===== src/rtl/restoring_divider_pkg.sv =====
// Shared types and constants for the restoring divider and its trial subtractor.
package restoring_divider_pkg;

  typedef enum logic [1:0] {IDLE, RUN, DONE} state_t;

  localparam int DIV_WIDTH = 8;
  localparam int DIV_CNT_W = $clog2(DIV_WIDTH);

  function automatic int step_cnt_w(input int width);
    return $clog2(width);
  endfunction

endpackage


===== src/rtl/cla_subtractor.sv =====
// Combinational a - b as a + ~b + 1 using flat generate/propagate carry look-ahead.
module cla_subtractor
  import restoring_divider_pkg::*;
#(
  parameter int N = DIV_WIDTH + 1
) (
  input  logic [N-1:0] a,
  input  logic [N-1:0] b,
  output logic [N-1:0] diff,
  output logic         borrow_n
);

  logic [N-1:0] g;
  logic [N-1:0] p;
  logic [N:0]   c;

  assign g = a & ~b;
  assign p = a ^ ~b;

  // Each carry is a sum of products of g/p terms and the carry-in, with no rippling between bits.
  always_comb begin
    logic prod;
    c    = '0;
    prod = 1'b0;
    c[0] = 1'b1;
    for (int i = 0; i < N; i++) begin
      c[i+1] = g[i];
      prod   = p[i];
      for (int j = i - 1; j >= 0; j--) begin
        c[i+1] = c[i+1] | (prod & g[j]);
        prod   = prod & p[j];
      end
      c[i+1] = c[i+1] | prod;
    end
  end

  assign diff     = p ^ c[N-1:0];
  assign borrow_n = c[N];

endmodule


===== src/rtl/restoring_divider.sv =====
// Sequential unsigned restoring divider: one quotient bit per clock with start/busy/done handshake.
module restoring_divider
  import restoring_divider_pkg::*;
#(
  parameter int WIDTH = DIV_WIDTH
) (
  input  logic             clk,
  input  logic             reset,
  input  logic             start,
  input  logic [WIDTH-1:0] dividend,
  input  logic [WIDTH-1:0] divisor,
  output logic             busy,
  output logic             done,
  output logic [WIDTH-1:0] quotient,
  output logic [WIDTH-1:0] remainder,
  output logic             div_by_zero
);

  localparam int CNT_W = step_cnt_w(WIDTH);

  state_t           state;
  state_t           state_next;
  logic [CNT_W-1:0] cnt;
  logic [WIDTH:0]   r;
  logic [WIDTH:0]   rs;
  logic [WIDTH:0]   diff;
  logic [WIDTH:0]   r_step;
  logic [WIDTH-1:0] q;
  logic [WIDTH-1:0] d;
  logic [WIDTH-1:0] q_step;
  logic             borrow_n;
  logic             fits;
  logic             last;
  logic             accept;

  assign rs = {r[WIDTH-1:0], q[WIDTH-1]};

  cla_subtractor #(
    .N(WIDTH + 1)
  ) u_sub (
    .a       (rs),
    .b       ({1'b0, d}),
    .diff    (diff),
    .borrow_n(borrow_n)
  );

  // R < D holds between steps, so all three terms agree; requiring them together rejects a disturbed R.
  assign fits   = borrow_n & ~diff[WIDTH] & ~r[WIDTH];
  assign r_step = fits ? diff : rs;
  assign q_step = {q[WIDTH-2:0], fits};
  assign last   = (cnt == CNT_W'(WIDTH - 1));
  assign accept = start && (state != RUN);

  assign busy = (state == RUN);
  assign done = (state == DONE);

  always_ff @(posedge clk) begin
    if (reset) state <= IDLE;
    else       state <= state_next;
  end

  always_comb begin
    state_next = state;
    case (state)
      IDLE:    if (start) state_next = (divisor == '0) ? DONE : RUN;
      RUN:     if (last) state_next = DONE;
      DONE:    state_next = start ? ((divisor == '0) ? DONE : RUN) : IDLE;
      default: state_next = IDLE;
    endcase
  end

  // Operand latch, per-step shift/subtract, and result capture
  always_ff @(posedge clk) begin
    if (reset) begin
      r           <= '0;
      q           <= '0;
      d           <= '0;
      cnt         <= '0;
      quotient    <= '0;
      remainder   <= '0;
      div_by_zero <= 1'b0;
    end else if (accept) begin
      r   <= '0;
      q   <= dividend;
      d   <= divisor;
      cnt <= '0;
      if (divisor == '0) begin
        quotient    <= '1;
        remainder   <= dividend;
        div_by_zero <= 1'b1;
      end else begin
        quotient    <= '0;
        remainder   <= '0;
        div_by_zero <= 1'b0;
      end
    end else if (state == RUN) begin
      r   <= r_step;
      q   <= q_step;
      cnt <= cnt + 1'b1;
      if (last) begin
        quotient  <= q_step;
        remainder <= r_step[WIDTH-1:0];
      end
    end
  end

endmodule


===== config.mk =====
export PLATFORM = sky130hd
export DESIGN_NAME = restoring_divider
export DESIGN_NICKNAME = d
export VERILOG_FILES = /design/src/rtl/restoring_divider_pkg.sv /design/src/rtl/cla_subtractor.sv /design/src/rtl/restoring_divider.sv
export SDC_FILE = /design/constraint.sdc
export NUM_CORES = 1
export LEC_CHECK = 0
export ABC_CLOCK_PERIOD_IN_PS = 2800
export CAP_MARGIN = 20
export CORE_MARGIN = 3
export CORE_UTILIZATION = 55
export DETAILED_ROUTE_END_ITERATION = 10
export DONT_BUFFER_PORTS = 1
export PLACE_DENSITY = 0.76
export SLEW_MARGIN = 25
export SYNTH_ARGS = -nofsm -noshare
export SYNTH_HDL_FRONTEND = slang
export SYNTH_SLANG_ARGS = --single-unit

===== constraint.sdc =====
create_clock -name clk -period 2.8 [get_ports clk]
set_input_delay 0.56 -clock clk [delete_from_list [all_inputs] [get_ports clk]]
set_output_delay 0.56 -clock clk [all_outputs]
set_load 0.01 [all_outputs]

==> summary.txt, run 1 <==
Run status
  • Outcome: finished, final reports clean

Place
  • IO Port Bufs: 0
  • Post-DP HPWL: 4.32 mm
  • Final GP Congestion: about 0.84
  • Placed Cells incl. Taps: ~350

Logic synthesis
  • Post-synthesis sequential area ratio: 0.370
  • Cells after Synth: 308
  • Mapped cell area: between 2000 and 3000 um2
  • Synth Area in Adders: 0.0542
  • Fraction of the mapped netlist area in compound gates: 0.237
  • Most used DFF post-synth: dfxtp_1
  • Yosys warns: 0
  • Xor/xnor share of the synthesized area: 0.0138
  • Post-synthesis average cell area: between 8 and 9 um2
  • Post-synth top area cell: dfxtp_1
  • Post-synthesis mux area share: 0.0616
  • Top-area cell type share of the netlist area: 0.370
  • Fraction of registers with async set or reset after synthesis: 0
  • Largest family of logic cells by synthesized area: compound AO/OA/AOI/OAI gates
  • Post-synth top cells: dfxtp_1, nor2_1, a21oi_1
  • Number of synthesized flops with an enable pin: 0
  • Synth Area in Simple Gates: 0.210
  • Synth top area cells: dfxtp_1, a211oi_1, a21oi_1
  • Most numerous cell in the Yosys netlist: dfxtp_1
  • Post-Syn Nets: ~340
  • FF+latch count, synth: 47
  • Yosys cell types: 54

Global route
  • Global-route wire length before repair: around 9.5 mm
  • Global Route met1 Usage: 0.312
  • Met2 usage: 0.348
  • Gr usage total: 0.225
  • GRT Residual Overflow: 0
  • GRT busiest layer: met2
  • Vias in the first global route: 2028
  • Initial antenna violation count: 0
  • Largest net degree at the start of global routing: 41
  • Grt met3 use: 0.0568

Setup path
  • CP Capture Type: register
  • CP arrival: 2.64 ns
  • Critical Path RT: 2.99 ns
  • Startpoint Class: register
  • Crit Path Max Fanout: 7
  • Critical path type: reg -> reg

Power
  • VDD IR-drop max: between 0.5 and 0.6 mV
  • PwrDens: ~640 nW/um2
  • Static leakage: between 1 and 1.5 nW

Floorplanning
  • Core area: 4410 um2
  • Total die area: 5470 um2
  • I/O pin cnt: 38
  • Die Height: about 74 um
  • FP Rows: 24
  • Die Width: 74.0 um
  • Starting Density: 0.575

STA
  • Slew @ Worst Pin: 0.641 ns
  • Max-slew violations: 0
  • Final Hold Fails: 0
  • RSZ-0062 raised after global routing: false
  • Slew HR: 0.571
  • Max Fclk: between 400 and 500 MHz
  • Setup Total Neg Slack: 0 ns
  • Worst hold margin: between 0.3 and 0.4 ns
  • Min Tclk post-route: 2.45 ns
  • Final period utilization: 0.877
  • Count of final setup violators: 0
  • Clk_skew: 0.0135 ns

Final layout
  • Final cell count without fillers: roughly 360
  • Footprint of the multi-input gates: 1470 um2
  • Final net count: approximately 330
  • # diodes: 0
  • Register Area: 941 um2
  • Share of layout cells above drive strength 1: 0.0721
  • Area growth from synthesis to layout: 6.21%
  • Fillers: 404

CTS
  • H-tree depth: 2
  • Clock root buffer: clkbuf_8
  • Clk slew on worst S/H paths: roughly 0.09 ns
  • Post-CTS Setup Repair Bufs: 0
  • CTS tree: built
  • Number of hold buffers added after CTS: 0
  • CTS Buf Count: 5
  • Clk_lat worst skew: approximately 0.31 ns
  • Sink Count: between 40 and 50
  • CTS max path bufs: 2
  • Post-CTS resize count: 0

Detailed routing
  • Avg WL per Cell: approximately 17 um
  • First-pass DRT Iterations: 4
  • DRC: 0
  • Via count: ~2200
  • Total wire length: 5.95 mm
  • Initial drt markers: approximately 150
  • Post-route ant nets: 0
  • Via/cell ratio: between 6 and 7

Flow run
  • Max-Cap Viols: 0

Min path
  • Hold Crit Class: in -> reg
## state kept, by name (all words and copies together) (netlist names)
name,flops
q,8
r,9
quotient,8
d,8
cnt,3
remainder,8
state,2
div_by_zero,1
## layout by cell type, fill, tap and decap left out, types with 5 or more instances in the layout
cell type	synthesis	final
dfxtp_1	47	47
nor2_1	34	34
a21oi_1	32	32
nand2_1	25	25
a211oi_1	22	22
inv_1	15	15
mux2i_1	12	12
nor3_1	11	11
ha_1	11	11
o21ai_0	7	7
buf_4	1	7
nor2b_1	6	6
nand3_1	6	6
clkbuf_8	0	5
## stage by stage
step	setup slack [ns]	cell area, um2	utilization	power, mW
floorplan	0.423	2540	-	1.15
global placement	0.425	2580	0.586	1.23
detailed placement	0.372	2580	0.586	1.24
CTS	0.360	2700	0.611	1.73
global route	0.163	2700	0.611	1.81
finish	0.346	2700	0.611	1.72
## report_power, final
group | leakage, nW | switching [mW] | internal, mW
clock network | 0.0581 | 0.231 | 0.266
logic | 0.626 | 0.252 | 0.200
registers | 0.386 | 0.0536 | 0.721
## area by class of cell
cell class | count | share of cell area
flip-flops and latches | 47 | 0.349
clock buffers | 5 | 0.0255
well taps | 52 | 0.0241
clock inverters | 3 | 0.0162
multi-input cells | 227 | 0.544
repair buffers | 7 | 0.0195
inverters | 16 | 0.0223
## worst paths after layout
check	to	cells after the start	startpoint	slack, ns
worst min register to register	d[1]	2	d[1]	0.45
worst max register to register	remainder[4]	9	q[7]	0.35
worst min-delay path	div_by_zero	1	reset	0.32
worst max-delay path	remainder[4]	9	q[7]	0.35
## kinds of logic after synthesis
kind of cell | after synthesis
multiplexers | 15
buffers and inverters | 34
AND/OR/NAND/NOR | 109
flip-flops | 47
AO/OA/AOI/OAI | 88
adder cells (fa/ha/maj) | 11
XOR/XNOR | 4
## metal layers
layer	up-vias	wire length, um
li1	1106	-
met1	1028	2750
met2	66	2780
met3	6	343
met4	0	76
met5	-	0
## worst max-delay path, stage by stage (launching register included)
cell and delay, ns:
dfxtp_1 0.38, inv_1 0.07, ha_1 0.33, o211a_1 0.28
o2111ai_2 0.27, o2bb2ai_4 0.20, mux2i_2 0.29, buf_4 0.19
mux2i_1 0.23, a31oi_1 0.10
Note: power is estimated with default switching activity, not from simulation.
==> run 2: changes to the inputs <==
--- a/config.mk
+++ b/config.mk
@@ -9,6 +9,7 @@
 export CAP_MARGIN = 20
 export CORE_MARGIN = 3
 export CORE_UTILIZATION = 55
+export CTS_CLUSTER_SIZE = 20
 export DETAILED_ROUTE_END_ITERATION = 10
 export DONT_BUFFER_PORTS = 1
 export PLACE_DENSITY = 0.76
==> results of run 2 <==
Same layout as run 1: the final DEF is identical, and so are final timing and power.
